===== config.mk =====
export PLATFORM = sky130hd
export DESIGN_NAME = fp_accum
export DESIGN_NICKNAME = d
export VERILOG_FILES = /design/src/rtl/fp_pkg.sv /design/src/rtl/fp_lzc.sv /design/src/rtl/fp_accum.sv
export SDC_FILE = /design/constraint.sdc
export NUM_CORES = 1
export LEC_CHECK = 0
export CELL_PAD_IN_SITES_DETAIL_PLACEMENT = 0
export CELL_PAD_IN_SITES_GLOBAL_PLACEMENT = 1
export CORE_MARGIN = 5
export CORE_UTILIZATION = 43
export DETAILED_ROUTE_END_ITERATION = 10
export HOLD_SLACK_MARGIN = 0.08
export PLACE_DENSITY_LB_ADDON = 0.1
export SLEW_MARGIN = 5
export SYNTH_ARGS = -nofsm -noshare
export SYNTH_HDL_FRONTEND = slang
export SYNTH_SLANG_ARGS = --single-unit

===== constraint.sdc =====
create_clock -name clk -period 7.03 [get_ports clk]
set_input_delay 1.0545 -clock clk [delete_from_list [all_inputs] [get_ports clk]]
set_output_delay 1.0545 -clock clk [all_outputs]
set_load 0.005 [all_outputs]

===== src/rtl/fp_pkg.sv =====
// Shared definitions for the single-precision accumulator: format constants,
// special encodings, FSM state names and field helpers.
package fp_pkg;

  localparam int EXP_W  = 8;
  localparam int MAN_W  = 23;
  localparam int WORD_W = 1 + EXP_W + MAN_W;
  localparam int BIAS   = (1 << (EXP_W - 1)) - 1;

  localparam logic [WORD_W-1:0] QNAN    = 32'h7FC0_0000;
  localparam logic [WORD_W-1:0] POS_INF = 32'h7F80_0000;
  localparam logic [WORD_W-1:0] NEG_INF = 32'hFF80_0000;

  typedef enum logic [1:0] {
    S_IDLE  = 2'd0,
    S_ALIGN = 2'd1,
    S_ADD   = 2'd2,
    S_NORM  = 2'd3
  } state_e;

  // Outcome classes resolved during ALIGN that bypass the mantissa path.
  typedef enum logic [1:0] {
    SP_NONE = 2'd0,
    SP_NAN  = 2'd1,
    SP_INF  = 2'd2
  } special_e;

  function automatic logic f_sign(input logic [WORD_W-1:0] w);
    return w[WORD_W-1];
  endfunction

  function automatic logic [EXP_W-1:0] f_exp(input logic [WORD_W-1:0] w);
    return w[WORD_W-2:MAN_W];
  endfunction

  function automatic logic [MAN_W-1:0] f_man(input logic [WORD_W-1:0] w);
    return w[MAN_W-1:0];
  endfunction

endpackage


===== src/rtl/fp_lzc.sv =====
// Combinational leading-zero counter; an all-zero input reports W.
module fp_lzc #(
  parameter int W  = 25,
  parameter int CW = $clog2(W + 1)
) (
  input  logic [W-1:0]  d_i,
  output logic [CW-1:0] cnt_o
);

  // Scan upward so the highest set bit writes last and wins.
  always_comb begin
    cnt_o = CW'(W);
    for (int i = 0; i < W; i++) begin
      if (d_i[i]) cnt_o = CW'(W - 1 - i);
    end
  end

endmodule


===== src/rtl/fp_accum.sv =====
// Sequential single-precision accumulator: one add in flight, four-cycle beat
// (IDLE accept, ALIGN, ADD, NORM). The group sum is emitted on the last beat.
module fp_accum #(
  parameter int EXP_W = fp_pkg::EXP_W,
  parameter int MAN_W = fp_pkg::MAN_W
) (
  input  logic                   clk,
  input  logic                   rst_n,
  input  logic                   in_valid,
  output logic                   in_ready,
  input  logic [EXP_W+MAN_W:0]   in_data,
  input  logic                   in_last,
  input  logic                   clear,
  output logic                   acc_valid,
  output logic [EXP_W+MAN_W:0]   acc_data,
  output logic                   overflow,
  output logic                   busy
);

  import fp_pkg::*;

  localparam int W  = 1 + EXP_W + MAN_W;
  localparam int MW = MAN_W + 1;          // mantissa with hidden bit
  localparam int XW = MW + 3;             // mantissa plus guard/round/sticky
  localparam int LW = MW + 1;             // span searched for the leading one
  localparam int CW = $clog2(LW + 1);
  localparam int EW = EXP_W + 2;          // signed exponent headroom

  localparam logic [EXP_W-1:0]    EXP_MAX = '1;
  localparam logic [W-1:0]        NAN_W   = {1'b0, EXP_MAX, 1'b1, {(MAN_W-1){1'b0}}};
  localparam logic signed [EW-1:0] E_ONE  = EW'(1);
  localparam logic signed [EW-1:0] E_INF  = EW'((1 << EXP_W) - 1);

  state_e state_q, state_d;

  logic [W-1:0] sum_q, opnd_q, acc_data_q;
  logic         last_q, first_q, acc_valid_q, ovf_q;

  // ALIGN results, stable through ADD and NORM since only one beat is in flight
  logic               sa_q, sub_q, sp_sign_q;
  logic [EXP_W-1:0]   ea_q;
  logic [XW-1:0]      ma_q, mb_q;
  special_e           sp_q;

  // ADD result: carry bit on top of the G/R/S-extended mantissa
  logic [XW:0]        res_q;

  logic accept;

  assign in_ready  = (state_q == S_IDLE);
  assign busy      = (state_q != S_IDLE);
  assign accept    = in_ready & in_valid & ~clear;
  assign acc_valid = acc_valid_q;
  assign acc_data  = acc_data_q;
  assign overflow  = ovf_q;

  // State register; clear aborts the beat from any state.
  always_ff @(posedge clk) begin
    if (!rst_n)     state_q <= S_IDLE;
    else if (clear) state_q <= S_IDLE;
    else            state_q <= state_d;
  end

  // Fixed walk through the stages once a beat is taken.
  always_comb begin
    state_d = state_q;
    case (state_q)
      S_IDLE:  if (in_valid) state_d = S_ALIGN;
      S_ALIGN: state_d = S_ADD;
      S_ADD:   state_d = S_NORM;
      S_NORM:  state_d = S_IDLE;
      default: state_d = S_IDLE;
    endcase
  end

  // ---- ALIGN: unpack, flush denormals, order by magnitude, shift B ----
  logic             xs, ys, as_c, bs_c, swap;
  logic [EXP_W-1:0] xe, ye, ae_c, be_c, diff;
  logic [MAN_W-1:0] xm, ym;
  logic [MW-1:0]    xmant, ymant, am_c, bm_c;
  logic [W-2:0]     xmag, ymag;
  logic [XW-1:0]    bx, lost_mask, mb_c;
  logic             x_nan, y_nan, x_inf, y_inf;
  special_e         sp_c;
  logic             sp_sign_c;

  // Operand preparation for the add; sum_q is the running A side.
  always_comb begin
    xs = sum_q[W-1];   xe = sum_q[W-2:MAN_W];   xm = sum_q[MAN_W-1:0];
    ys = opnd_q[W-1];  ye = opnd_q[W-2:MAN_W];  ym = opnd_q[MAN_W-1:0];

    x_nan = (xe == EXP_MAX) && (xm != '0);
    y_nan = (ye == EXP_MAX) && (ym != '0);
    x_inf = (xe == EXP_MAX) && (xm == '0);
    y_inf = (ye == EXP_MAX) && (ym == '0);

    xmant = (xe == '0) ? '0 : {1'b1, xm};
    ymant = (ye == '0) ? '0 : {1'b1, ym};
    xmag  = {xe, (xe == '0) ? {MAN_W{1'b0}} : xm};
    ymag  = {ye, (ye == '0) ? {MAN_W{1'b0}} : ym};

    swap = (ymag > xmag);
    as_c = swap ? ys    : xs;
    bs_c = swap ? xs    : ys;
    ae_c = swap ? ye    : xe;
    be_c = swap ? xe    : ye;
    am_c = swap ? ymant : xmant;
    bm_c = swap ? xmant : ymant;

    diff      = ae_c - be_c;
    bx        = {bm_c, 3'b000};
    lost_mask = '0;
    if (diff >= EXP_W'(XW)) begin
      mb_c = {{(XW-1){1'b0}}, |bm_c};
    end else begin
      lost_mask = ~({XW{1'b1}} << diff);
      mb_c      = (bx >> diff) | {{(XW-1){1'b0}}, |(bx & lost_mask)};
    end

    sp_c      = SP_NONE;
    sp_sign_c = 1'b0;
    if (x_nan || y_nan) begin
      sp_c = SP_NAN;
    end else if (x_inf && y_inf) begin
      sp_c      = (xs != ys) ? SP_NAN : SP_INF;
      sp_sign_c = xs;
    end else if (x_inf) begin
      sp_c      = SP_INF;
      sp_sign_c = xs;
    end else if (y_inf) begin
      sp_c      = SP_INF;
      sp_sign_c = ys;
    end
  end

  // ---- ADD: magnitude add or subtract; |A| >= |B| keeps it non-negative ----
  logic [XW:0] add_c;

  // Effective operation follows the operand signs.
  always_comb begin
    if (sub_q) add_c = {1'b0, ma_q} - {1'b0, mb_q};
    else       add_c = {1'b0, ma_q} + {1'b0, mb_q};
  end

  // ---- NORM: normalise, round to nearest even, pack ----
  logic [CW-1:0]          lz;
  logic [XW-1:0]          m_n;
  logic [MW:0]            m_r;
  logic [MAN_W-1:0]       frac;
  logic signed [EW-1:0]   e_pre, e_fin;
  logic                   rnd_inc, ovf_set;
  logic [W-1:0]           result;

  // After a subtraction the leading one never falls below the guard bit.
  fp_lzc #(.W(LW)) u_lzc (
    .d_i   (res_q[XW-1:2]),
    .cnt_o (lz)
  );

  // Normalise the raw sum and resolve specials, overflow and underflow.
  always_comb begin
    if (res_q[XW]) begin
      m_n   = {res_q[XW:2], res_q[1] | res_q[0]};
      e_pre = $signed({2'b00, ea_q}) + E_ONE;
    end else begin
      m_n   = res_q[XW-1:0] << lz;
      e_pre = $signed({2'b00, ea_q}) - $signed({{(EW-CW){1'b0}}, lz});
    end

    rnd_inc = m_n[2] & (m_n[1] | m_n[0] | m_n[3]);
    m_r     = {1'b0, m_n[XW-1:3]} + {{MW{1'b0}}, rnd_inc};
    frac    = m_r[MW] ? m_r[MAN_W:1] : m_r[MAN_W-1:0];
    e_fin   = e_pre + $signed({{(EW-1){1'b0}}, m_r[MW]});

    ovf_set = 1'b0;
    result  = '0;
    case (sp_q)
      SP_NAN:  result = NAN_W;
      SP_INF:  result = {sp_sign_q, EXP_MAX, {MAN_W{1'b0}}};
      default: begin
        if (res_q == '0) begin
          result = '0;
        end else if (e_fin >= E_INF) begin
          result  = {sa_q, EXP_MAX, {MAN_W{1'b0}}};
          ovf_set = 1'b1;
        end else if (e_fin < E_ONE) begin
          result = '0;
        end else begin
          result = {sa_q, e_fin[EXP_W-1:0], frac};
        end
      end
    endcase
  end

  // Datapath registers: operand capture, ALIGN and ADD results.
  always_ff @(posedge clk) begin
    if (accept) opnd_q <= in_data;
    if (state_q == S_ALIGN) begin
      sa_q      <= as_c;
      sub_q     <= as_c ^ bs_c;
      ea_q      <= ae_c;
      ma_q      <= {am_c, 3'b000};
      mb_q      <= mb_c;
      sp_q      <= sp_c;
      sp_sign_q <= sp_sign_c;
    end
    if (state_q == S_ADD) res_q <= add_c;
  end

  // Running sum, group bookkeeping and the result/overflow outputs.
  always_ff @(posedge clk) begin
    if (!rst_n) begin
      sum_q       <= '0;
      acc_data_q  <= '0;
      acc_valid_q <= 1'b0;
      ovf_q       <= 1'b0;
      first_q     <= 1'b1;
      last_q      <= 1'b0;
    end else if (clear) begin
      sum_q       <= '0;
      acc_valid_q <= 1'b0;
      ovf_q       <= 1'b0;
      first_q     <= 1'b1;
      last_q      <= 1'b0;
    end else begin
      acc_valid_q <= 1'b0;
      if (accept) begin
        last_q  <= in_last;
        first_q <= 1'b0;
        if (first_q) ovf_q <= 1'b0;
      end
      if (state_q == S_NORM) begin
        if (ovf_set) ovf_q <= 1'b1;
        if (last_q) begin
          acc_data_q  <= result;
          acc_valid_q <= 1'b1;
          sum_q       <= '0;
          first_q     <= 1'b1;
        end else begin
          sum_q <= result;
        end
      end
    end
  end

endmodule


# Yosys cells after proc, flatten, opt, wreduce, memory -nomap -nowiden
# Index checks and enable logic that the tools add are counted.
# W data, S select, Z words.
[word_totals]
ff_bits = 194
latch_bits = 0
ram_bits = 0
romBits = 0
input_bits = 37
output_inout_bits = 36
word_cells = 139
memories = 0
[op_classes]
addsub = 7
mul = 0
n_div = 0
n_lt_le_gt_ge = 4
n_eq_ne = 9
n_shift = 3
muxes = 65
bitwise_logic = 13
reduce_logical = 21
[op_table]
columns = ["op", "n"]
rows = [
  ["$mux W32", 4],
  ["$mux W24", 4],
  ["$mux W5", 16],
  ["$mux W23", 3],
  ["$pmux W32 S2", 1],
  ["$logic_not A23 Y1", 2],
  ["$reduce_bool A23 Y1", 2],
  ["$mux W4", 8],
  ["$gt A31 B31 Y1", 1],
  ["$add A27 B27 Y28", 1],
  ["$logic_not A28 Y1", 1],
  ["$mux W28", 1],
  ["$sub A27 B27 Y28", 1],
  ["$and A27 B27 Y27", 1],
  ["$mux W27", 1],
  ["$not A27 Y27", 1],
  ["$or A27 B1 Y27", 1],
  ["$reduce_or A27 Y1", 1],
  ["$shl A27 B5 Y27", 1],
  ["$shl A27 B8 Y27 const A", 1],
  ["$shr A27 B8 Y27", 1],
  ["$add A24 B1 Y25", 1],
  ["$reduce_or A24 Y1", 1],
  ["$mux W1", 18],
  ["other kinds (28)", 49],
]

# Logic depth before layout (Yosys ltp)
[logic_depth]
word_depth = 38
depth_mapped = 29
mapped_depth_nobuf = 26

# By module
# From an unflattened synthesis, not the netlist that was laid out.
[unflattened]
cells_unflattened = 1856
area_unflattened_um2 = 15885.2
[modules_own_cells]
columns = ["module", "n_inst", "cells_each", "area_each_um2", "seq_area_each_um2"]
rows = [
  ["fp_accum", 1, 1807, 15606.2, 5124.9],
  ["fp_lzc", 1, 49, 279.0, 0.0],
]

# Least setup slack after synthesis
# Ideal clock, no wire load.
[synth_timing]
path_kind = "register -> register"
start = "reg sum_q[27]"
end = "reg mb_q[0] (data pin)"
setup_time_ns = 0.284
t_arrival_ns = 6.251
required_time_ns = 6.746
slack_ns = 0.495
stages_incl_launch_ff = 27
n_path_buf = 6
period_less_slack_ns = 6.535
path_cell_list = "dfxtp_1 > nor4_1 > nand2_1 > clkbuf_1 > clkbuf_1 > nand2_1 > ha_1 > nand4_1 > or4_1 > o2111a_1 > o21ai_1 > nand2_1 > clkbuf_1 > clkbuf_1 > nor2_1 > a21oi_1 > ha_1 > a221o_1 > o31a_1 > o311a_1 > o21ai_0 > mux2i_1 > clkbuf_1 > clkbuf_1 > o21ai_0 > a2111oi_0 > a32oi_1"
[synth_via]
elab_chain_cells = 11
elab_cells_between_ends = 17
cone_classes = "add/sub (1); order compare (2); shift (2); mux (6); bitwise (3); reduce/logical (3)"
[synth_lines]
columns = ["item", "line_no", "rtl"]
rows = [
  ["start, declared", "fp_accum.sv:36", "logic [W-1:0] sum_q, opnd_q, acc_data_q;"],
  ["start signal, assigned", "fp_accum.sv:240", "sum_q <= result;"],
  ["$logic_not A8 Y1", "fp_accum.sv:97, fp_accum.sv:99", ""],
  ["$mux W23", "fp_accum.sv:99", "xmag = {xe, (xe == '0) ? {MAN_W{1'b0}} : xm};"],
  ["$gt A31 B31 Y1", "fp_accum.sv:102", "swap = (ymag > xmag);"],
  ["$mux W8 (on tied branches)", "fp_accum.sv:105, fp_accum.sv:106", ""],
  ["$sub A8 B8 Y8", "fp_accum.sv:110", "diff = ae_c - be_c;"],
  ["$shl A27 B8 Y27", "fp_accum.sv:116", "lost_mask = ~({XW{1'b1}} << diff);"],
  ["$not A27 Y27", "fp_accum.sv:116", ""],
  ["$and A27 B27 Y27", "fp_accum.sv:117", "mb_c = (bx >> diff) | {{(XW-1){1'b0}}, |(bx & lost_mask)};"],
  ["$reduce_or A27 Y1", "fp_accum.sv:117", ""],
  ["$or A27 B1 Y27", "fp_accum.sv:117", ""],
  ["$mux W1 *", "fp_accum.sv:113", "if (diff >= EXP_W'(XW)) begin"],
  ["via mb_c[0]", "fp_accum.sv:82", "logic [XW-1:0] bx, lost_mask, mb_c;"],
  ["end signal, assigned", "fp_accum.sv:203", "mb_q <= mb_c;"],
  ["end, declared", "fp_accum.sv:42", "logic [XW-1:0] ma_q, mb_q;"],
]
# Mark *: on every way through the listed nets, which the timed path passes. The rest lies on a longest branch.
# A chain may end at the register's enable or synchronous reset.

# Final worst setup path
[layout_timing]
start = "reg opnd_q[28]"
end = "reg mb_q[0] (data pin)"
[layout_via]
elab_chain_cells = 11
elab_cells_between_ends = 17
cone_classes = "add/sub (1); order compare (2); shift (2); mux (6); bitwise (3); reduce/logical (3)"
[layout_lines]
columns = ["item", "line_no", "rtl"]
rows = [
  ["start, declared", "fp_accum.sv:36", ""],
  ["start signal, assigned", "fp_accum.sv:197", "if (accept) opnd_q <= in_data;"],
  ["$logic_not A8 Y1", "fp_accum.sv:98, fp_accum.sv:100", ""],
  ["$mux W23", "fp_accum.sv:100", "ymag = {ye, (ye == '0) ? {MAN_W{1'b0}} : ym};"],
  ["$gt A31 B31 Y1", "fp_accum.sv:102", ""],
  ["$mux W8 (on tied branches)", "fp_accum.sv:105, fp_accum.sv:106", ""],
  ["$sub A8 B8 Y8", "fp_accum.sv:110", ""],
  ["$shl A27 B8 Y27", "fp_accum.sv:116", ""],
  ["$not A27 Y27", "fp_accum.sv:116", ""],
  ["$and A27 B27 Y27", "fp_accum.sv:117", ""],
  ["$reduce_or A27 Y1", "fp_accum.sv:117", ""],
  ["$or A27 B1 Y27", "fp_accum.sv:117", ""],
  ["$mux W1 *", "fp_accum.sv:113", ""],
  ["via mb_c[0]", "fp_accum.sv:82", ""],
]
# Marks and branches as above.

==> impl_metrics.py <==
metrics = {
    "outcome": {
        "outcome": "completed",
    },
    "logic_synthesis": {
        "synth_flop_cell": "edfxtp_1",
        "synth_top_family_by_area": "compound AO/OA/AOI/OAI gates",
        "synth.cell_area_sq_um": 16390,
        "synth_fp_nets": 2114,
        "postSynthCellCount": 1978,
        "synth_cell_type_count": 107,
        "synth-seq-cells": 194,
        "synth_area_leaders": "edfxtp_1 23%, dfxtp_1 8.5%, ha_1 7.4%, nand2_1 5.2%, o21ai_0 4.4%",
        "yosys_warnings": 0,
        "muxShareOfSynthArea": 0.06060,
        "synth_fa_ha_area_frac": 0.07647,
        "yosysTopAreaCell": "edfxtp_1",
        "synth_compound_area_frac": 0.2456,
        "synthSimpleGateAreaFrac": 0.2148,
        "synth-edff-count": 124,
        "seq_area_frac_synth": 0.3126,
        "synth_top_area_share": 0.2271,
        "synth-xor-area-share": 0.03205,
        "avgSynthCellArea_sq_um": 8.288,
        "ys_async_sr_fraction": 0,
    },
    "critical_path": {
        "r2r-end": "mb_q[0]$_DFFE_PN_",
        "crit_required_ns": 7.21,
        "critPathLaunchType": "flop",
        "worstPathArrival_ns": 6.90,
        "cp_max_fo": 25,
        "r2r_cells": 23,
        "end_kind": "flop",
        "reg2reg_slack_ns": 0.31,
        "timing.rr.start": "opnd_q[28]$_DFFE_PP_",
        "criticalPathCategory": "reg -> reg",
    },
    "cts": {
        "cts_max_level": 4,
        "cts_tree": "built",
        "clkTransAtPathRegs_ns": 0.08,
        "cts_sinks": 194,
        "hold_buffers": 0,
        "cts-root-buf": "clkbuf_16",
        "insertion_delay_ns": 0.47,
        "clock_path_buffers": 2,
        "cts_inserted_buffers": 17,
    },
    "place": {
        "dp.cells": 2510,
        "preCtsSetupSlack_ns": 0.1692,
        "dpl-instance-area_sq_um": 17790,
        "io_buffers": 72,
        "gp_congestion": 1.023,
        "dpl.hpwl_mm": 46.63,
    },
    "routing": {
        "wl_per_cell_microns": 23.21,
        "ant_nets": 0,
        "vias": 15810,
        "wl_mm": 59.18,
        "drtPass1Iterations": 6,
        "viasPerCell": 6.203,
        "drcViolationCount": 0,
        "drt-initial-drc-count": 1543,
    },
    "global_route": {
        "track_usage": 0.2770,
        "grt_pass1_vias": 15130,
        "grt_max_degree": 68,
        "overflow": 0,
        "grt_antenna_before_repair": 2,
        "grt_pass1_wl_mm": 90.11,
    },
    "floorplanning": {
        "start_util": 0.4353,
        "core-area_sq_um": 37670,
        "ios": 73,
        "row_count": 71,
        "dieArea_sq_um": 42130,
        "die_height_microns": 205.3,
        "die_w_microns": 205.3,
    },
    "layout": {
        "final_cells": 2549,
        "drive_above_1_share": 0.09622,
        "final_common_cell": "nand2_1",
        "syn_to_final_growth_pct": 13.10,
        "nets": 2160,
        "final_util": 0.4923,
        "final_area_sq_um": 18540,
        "layout_common_cells": "226 x nand2_1, 150 x nor2_1, 143 x o21ai_0",
    },
    "pwr": {
        "power_density_nw_per_um2": 158.9,
        "irDropWorstVdd_mv": 0.1693,
        "leakage_nw": 6.883,
    },
    "min_path": {
        "hold_start": "acc_data[24]$_SDFFE_PN0P_",
        "min_path_type": "reg -> reg",
        "min_path_cells": 2,
        "hold_path_end": "acc_data[24]$_SDFFE_PN0P_",
    },
    "timing": {
        "worstMarginPinSlew_ns": 0.9624,
        "final-setup-viol-count": 0,
        "max_freq_ghz": 0.1488,
        "fin_crit_ns": 6.720,
        "setup_tns_ns": 0,
        "timing.final.crit_share": 0.9559,
        "drv_slew": 0,
        "clock_skew_ns": 0.01818,
        "final_hold_viol_count": 0,
        "slew_headroom": 0.3556,
        "finalWorstSetupSlack_ns": 0.3101,
    },
    "job": {
        "cap_violations": 0,
    },
}
## worst max path at each step
stage / slack [ns] / startpoint / endpoint
floorplan: 0.50 / sum_q[27]$_SDFFE_PP0P_ / mb_q[0]$_DFFE_PN_
global placement: 0.26 / opnd_q[28]$_DFFE_PP_ / mb_q[0]$_DFFE_PN_
detailed placement: 0.17 / opnd_q[28]$_DFFE_PP_ / mb_q[0]$_DFFE_PN_
CTS: 0.13 / opnd_q[28]$_DFFE_PP_ / mb_q[0]$_DFFE_PN_
global route: -0.006 / res_q[9]$_DFFE_PP_ / sum_q[4]$_SDFFE_PP0P_
finish: 0.31 / opnd_q[28]$_DFFE_PP_ / mb_q[0]$_DFFE_PN_
## cell families (layout without fill, tap and decap cells)
group / Yosys count / in the layout
AND/OR/NAND/NOR: 713 / 713
multiplexers: 76 / 76
adder cells (fa/ha/maj): 99 / 99
XOR/XNOR: 60 / 60
flip-flops: 194 / 194
AO/OA/AOI/OAI: 606 / 606
buffers and inverters: 230 / 289
other: 0 / 1
## cells in the mapped netlist, types with 8 or more instances
| cell | instances |
|---|---|
| nand2_1 | 226 |
| nor2_1 | 152 |
| o21ai_0 | 145 |
| a21oi_1 | 138 |
| edfxtp_1 | 124 |
| inv_1 | 112 |
| ha_1 | 97 |
| clkbuf_1 | 85 |
| dfxtp_1 | 70 |
| nor3_1 | 70 |
| nand3_1 | 67 |
| mux2i_1 | 43 |
| o211ai_1 | 43 |
| xnor2_1 | 43 |
| a211oi_1 | 31 |
| nand4_1 | 30 |
| nor4_1 | 29 |
| nand2b_1 | 23 |
| nor2b_1 | 20 |
| or3_1 | 19 |
| and2_1 | 18 |
| a21o_1 | 17 |
| a31oi_1 | 17 |
| mux4_2 | 17 |
| o22ai_1 | 17 |
| xor2_1 | 17 |
| a21boi_0 | 16 |
| a22oi_1 | 16 |
| a32o_1 | 15 |
| mux2_2 | 15 |
| o2111ai_1 | 14 |
| o31ai_1 | 12 |
| buf_2 | 11 |
| o21a_1 | 10 |
| and3_1 | 9 |
| o21ai_1 | 9 |
| buf_1 | 8 |
| or2_2 | 8 |
## worst max-delay path, stage by stage, from the launching register on
cell and delay, ns:
edfxtp_1 0.51, nor4_1 0.41, nand2_1 0.10, buf_4 0.23, nand2_1 0.09, inv_1 0.13
ha_1 0.37, nand4_1 0.19, or4_1 0.60, o2111a_1 0.34, o21ai_1 0.21, nand2_1 0.09
nor2_1 0.14, a21oi_1 0.09, ha_1 0.19, a221o_1 0.27, o31a_1 0.27, o311a_1 0.29
o21ai_1 0.22, mux2_2 0.52, o31a_1 0.34, a221o_1 0.26, nor4_1 0.39, a32oi_1 0.16
## metrics by stage
stage | power, mW | hold slack, ns
global placement | 1.917 | 0.4444
CTS | 2.961 | 0.4669
floorplan | 1.710 | 0.4470
detailed placement | 1.915 | 0.4568
finish | 2.946 | 0.4615
global route | 3.072 | 0.4866
## per-layer routing
layer	GRT usage	part of all wire	wire length [microns]
met4	0.1005	0.032	1922
met5	0	0.00022	13
met3	0.04555	0.069	4055
met2	0.4465	0.46	27450
met1	0.3766	0.43	25740
## registers in the layout, summed over array words and instances (netlist names)
| signal | flops |
|---|---|
| acc_data | 32 |
| sum_q | 32 |
| sp_q | 2 |
| first_q | 1 |
| overflow | 1 |
| ma_q | 24 |
| sp_sign_q | 1 |
| opnd_q | 32 |
| res_q | 28 |
| mb_q | 27 |
| sub_q | 1 |
| state_q | 2 |
| ea_q | 8 |
| sa_q | 1 |
| last_q | 1 |
| acc_valid | 1 |
## area by class of cell
| class | instances | area (sq um) |
|---|---|---|
| sequential | 194 | 5125 |
| clock inverter | 14 | 180.2 |
| timing repair buffer | 139 | 1261 |
| clock buffer | 18 | 450.4 |
| antenna | 1 | 2.502 |
| fill | 3720 | 19120 |
| multi-input combinational | 1554 | 10430 |
| inverter | 118 | 450.4 |
| tap | 511 | 639.4 |
## repair_timing
action,in CTS,in global routing
hold endpoints to repair,0,0
endpoints found under the setup margin,0,79
gates resized for setup,0,15
buffers inserted,0,6
## where the power goes
| group | switching, mW | total, mW | internal [mW] |
|---|---|---|---|
| logic | 0.396 | 0.623 | 0.227 |
| registers | 0.0292 | 1.28 | 1.25 |
| clock network | 0.507 | 1.04 | 0.534 |
| total | 0.933 | 2.95 | 2.01 |
No activity file was read; power rests on OpenSTA's default activity.
